File: src/rtl/scene_sequencer.sv
// scene_sequencer: frame-driven scene FSM producing background pattern select, solid colour and audio enable
module scene_sequencer #(
  parameter int FRAMES_PER_SCENE = 120,
  parameter int COLOR_STEP       = 8
) (
  input  logic       clk,
  input  logic       rst_n,
  input  logic       vsync,
  input  logic       pause,
  input  logic       skip,
  output logic [7:0] background_state,
  output logic [5:0] solid_color,
  output logic       audio_en
);
  typedef enum logic [1:0] {SOLID = 2'd0, BARS = 2'd1, CHECKER = 2'd2, SCROLL = 2'd3} state_t;
  localparam logic [7:0] FRAME_LAST = 8'(FRAMES_PER_SCENE - 1);
  localparam logic [7:0] STEP_LAST  = 8'(COLOR_STEP - 1);
  state_t     state, state_nxt;
  logic       vsync_q, skip_pending, skip_pending_nxt, act, adv, solid_tick, step_wrap;
  logic [7:0] frame_cnt, frame_nxt, step, step_nxt;
  logic [5:0] phase, phase_nxt, color_nxt;
  assign act              = vsync & ~vsync_q & ~pause;
  assign adv              = act & (skip_pending | skip | frame_cnt == FRAME_LAST);
  assign solid_tick       = act & state == SOLID;
  assign step_wrap        = step == STEP_LAST;
  assign background_state = {state, phase};
  // vsync_q resets high so a vsync already high at reset release is not a tick
  always_ff @(posedge clk or negedge rst_n) begin
    if (!rst_n) begin
      vsync_q      <= 1'b1;
      state        <= SOLID;
      frame_cnt    <= '0;
      phase        <= '0;
      step         <= '0;
      skip_pending <= 1'b0;
      solid_color  <= 6'h3F;
      audio_en     <= 1'b0;
    end else begin
      vsync_q      <= vsync;
      state        <= state_nxt;
      frame_cnt    <= frame_nxt;
      phase        <= phase_nxt;
      step         <= step_nxt;
      skip_pending <= skip_pending_nxt;
      solid_color  <= color_nxt;
      audio_en     <= state_nxt != SOLID;
    end
  end
  // one scene step per advance, whether from scene end or skip (never two)
  always_comb begin
    state_nxt = adv ? state_t'(state + 2'd1) : state;
  end
  // counters and colour; step clears when wrapping back into SOLID
  always_comb begin
    skip_pending_nxt = act ? 1'b0 : (skip_pending | skip);
    frame_nxt        = act ? (adv ? 8'd0 : frame_cnt + 8'd1) : frame_cnt;
    phase_nxt        = act ? (adv ? 6'd0 : phase + 6'd1) : phase;
    step_nxt         = (adv & state == SCROLL) ? 8'd0 : solid_tick ? (step_wrap ? 8'd0 : step + 8'd1) : step;
    color_nxt        = (solid_tick & step_wrap) ? solid_color + 6'd1 : solid_color;
  end
endmodule

File: config.mk
export PLATFORM = sky130hd
export DESIGN_NAME = scene_sequencer
export DESIGN_NICKNAME = d
export VERILOG_FILES = /design/src/rtl/scene_sequencer.sv
export SDC_FILE = /design/constraint.sdc
export NUM_CORES = 1
export LEC_CHECK = 0
export ABC_AREA = 0
export BUFFER_PORTS_ARGS = -buffer_cell sky130_fd_sc_hd__buf_2
export CAP_MARGIN = 20
export CORE_UTILIZATION = 51
export CTS_CLUSTER_DIAMETER = 120
export DETAILED_ROUTE_END_ITERATION = 10
export PLACE_DENSITY = 0.74
export SLEW_MARGIN = 15
export SYNTH_ARGS = -nofsm -noshare
export SYNTH_HDL_FRONTEND = slang
export SYNTH_SLANG_ARGS = --single-unit
File: constraint.sdc
create_clock -name clk -period 1.8 [get_ports clk]
set_input_delay 0.18 -clock clk [delete_from_list [all_inputs] [get_ports clk]]
set_output_delay 0.18 -clock clk [all_outputs]
set_load 0.005 [all_outputs]
==> impl_metrics.json <==
{
  "wirelength_um": 3050,
  "rsz0062_at_grt": "true",
  "synth_ff_type": "dfrtp_1",
  "gp_congestion": 0.773,
  "clk_latency_ns": 0.34,
  "slew_headroom_pct": 52.6,
  "diodes": 0,
  "yosys_warnings": 0,
  "num_rows": 19,
  "grt_first_pass_wirelength_um": 4970,
  "cts_buffers": 5,
  "crit_fanout": 5,
  "path_class": "reg2reg",
  "critPathBufInv": 0,
  "cts-root-buf": "clkbuf_4",
  "p_seq_share_pct": 45.9,
  "p_int_mw": 1.41,
  "cts.sinks": 33,
  "die-height_um": 57.5,
  "crit_chain": "ha_4, nand2_2, o41a_1, nor2_4, mux2_4",
  "syn_area_mm2": 0.00157,
  "arrival_ns": 2.00,
  "holdCritPathClass": "in2reg",
  "p_leak_nw": 0.936,
  "cts_buffer_depth": 2,
  "syn_avg_cell_area_um2": 11.1,
  "fin_skew_ns": 0.0108,
  "dieArea_mm2": 0.00331,
  "drc": 0,
  "grt_max_degree": 34,
  "finalCritPeriodShare_pct": 98.3,
  "synth_top_area_share_pct": 41.4,
  "async_flop_share_pct": 100,
  "pre_cts_ws_ns": 0.0164,
  "wire_per_inst_um": 14.3,
  "p_sw_share_pct": 25.7,
  "worst_path_largest_cell_delay_ns": 0.49,
  "detailed_place_hpwl_um": 1970,
  "worstPathRequired_ns": 2.03,
  "setup_slack_ns": 0.0301,
  "critPathSlowestCell": "o41a_1",
  "setup_viol": 0,
  "synth_seq_cells": 33,
  "coreArea_mm2": 0.00283,
  "synth_area_leaders": "dfrtp_1 41%, dfstp_2 12%, xnor2_1 6.7%",
  "seq_area_frac_synth_pct": 53.1,
  "yosysTopAreaCell": "dfrtp_1",
  "clk_pin_slew_ns": 0.11,
  "io_pins": 20,
  "yosysUniqueCellTypes": 32,
  "synth_nets": 153,
  "grt_usage_pct": 20.3,
  "max_freq_mhz": 565,
  "grt_pass1_vias": 1132,
  "drive_above_1_share_pct": 32.2,
  "numPortBuffers": 19,
  "pwr-share-comb_pct": 17.4,
  "final_nets": 193,
  "p_switching_mw": 0.488,
  "vias": 1192,
  "drv_slew": 0,
  "fin_util_pct": 69.3,
  "powerDensity_mw_per_mm2": 967,
  "syn_inst": 142,
  "crit_family": "compound AO/OA/AOI/OAI gates",
  "period_minus_slack_ns": 1.77,
  "area_growth_pct": 24.9,
  "synth_edf_count": 0,
  "tightestPinTransition_ns": 0.710,
  "vias_per_cell": 5.57,
  "ctsHtreeMaxLevel": 2,
  "pwr-share-clk_pct": 36.7,
  "critPathCaptureType": "register",
  "vdd_drop_max_mv": 0.772,
  "cap_violations": 0,
  "cts_tree": "yes",
  "antenna_found_initial": 0,
  "initial_core_util_pct": 55.5,
  "total_power_mw": 1.90,
  "die-width_um": 57.5,
  "status": "completed",
  "hold_viol_final": 0,
  "dr.pass1.iters": 5,
  "drt_iter0_markers": 23,
  "overflow": 0,
  "antenna_left": 0,
  "startpoint_type": "register"
}
sequential cells by signal, indices dropped and copies added (netlist names):
name / cells
frame_cnt: 8
step: 8
phase: 6
solid_color: 6
state: 2
audio_en: 1
skip_pending: 1
vsync_q: 1
power by group through the flow:
stage / registers, mW / logic (mW) / clock network, mW
2_1_floorplan: 0.878 / 0.176 / 0
3_3_place_gp: 0.877 / 0.290 / 0
3_5_place_dp: 0.885 / 0.300 / 0
4_1_cts: 0.872 / 0.306 / 0.706
5_1_grt: 0.882 / 0.379 / 0.735
6_report: 0.871 / 0.330 / 0.696
synthesized netlist by cell type, types with 4 or more instances:
cell type	instances
inv_1	4
nand2_1	14
xnor2_1	12
nand4_1	8
ha_1	6
nor2_1	18
xor2_1	11
dfstp_2	7
dfrtp_1	26
cell families (layout without fill, tap and decap cells):
logic type      Yosys count  after routing  synth area share, %
compound gates           11             11                 5.34
buf+inv                   7             48                 1.83
mux                       3              3                 2.07
fa+ha+maj                 6              6                 4.78
xor+xnor                 23             23                 12.8
flops                    33             33                 53.1
simple gates             59             59                 20.0
final cells by class:
class	instances	area [um^2]
clock buffer	5	37.5
clock inverter	3	65.1
inverter	4	15.0
tap	31	38.8
fill	205	867
sequential	33	835
multi-input combinational	102	739
timing repair buffer	36	231
metrics by stage:
step / area, um^2 / hold slack (ns) / cells / setup TNS, ns
2_1_floorplan: 1570 / -0.116 / 142 / 0
3_3_place_gp: 1740 / 0.274 / 195 / 0
3_5_place_dp: 1740 / 0.269 / 195 / 0
4_1_cts: 1870 / 0.0654 / 207 / 0
5_1_grt: 1960 / 0.0770 / 214 / -0.0814
6_report: 1960 / 0.0730 / 214 / 0
layer usage:
layer	track usage, %	vias to the layer above	wire, um
met5	0	-	0
met4	10.5	0	57
met3	4.08	7	84
met2	32.7	22	1530
met1	25.9	589	1390
li1	-	574	-
final timing paths:
path	startpoint	endpoint	slack, ns	cells after the start
max	frame_cnt[0]	state[1]	0.03	5
min	skip	skip_pending	0.07	3
max reg2reg	frame_cnt[0]	state[1]	0.03	5
min reg2reg	solid_color[5]	solid_color[5]	0.49	1
max in group asynchronous	rst_n	frame_cnt[5]	0.92	2
min in group asynchronous	rst_n	step[5]	0.42	2
what timing repair did:
action                                 CTS  global route
pin swaps                                1             5
setup endpoints to repair                4            22
gates resized for setup                  0             9
endpoints found under the hold margin   27             0
setup buffers                            2             6
hold buffers                             2             0
cloned                                   0             1
tightest hold or removal path: cells and delay by family:
family / cells / cell delay [ns]
buf+inv: 1 / 0.08
simple gates: 2 / 0.13
placed cells by master (no fill, tap or decap), types with 2 or more instances in the layout:
cell	n
dfstp_2	7
o21ai_0	2
nor3_1	3
a21oi_1	3
xnor2_1	12
and3_1	3
clkbuf_4	6
dfrtp_1	26
xor2_1	11
nor2_1	18
buf_4	13
inv_1	4
nand2_1	13
a22o_1	2
bufinv_16	2
dlygate4sd3_1	2
o41a_1	2
nand4_1	8
nand3_1	3
buf_2	19
ha_1	5
No activity file was read; power rests on OpenSTA's default activity.
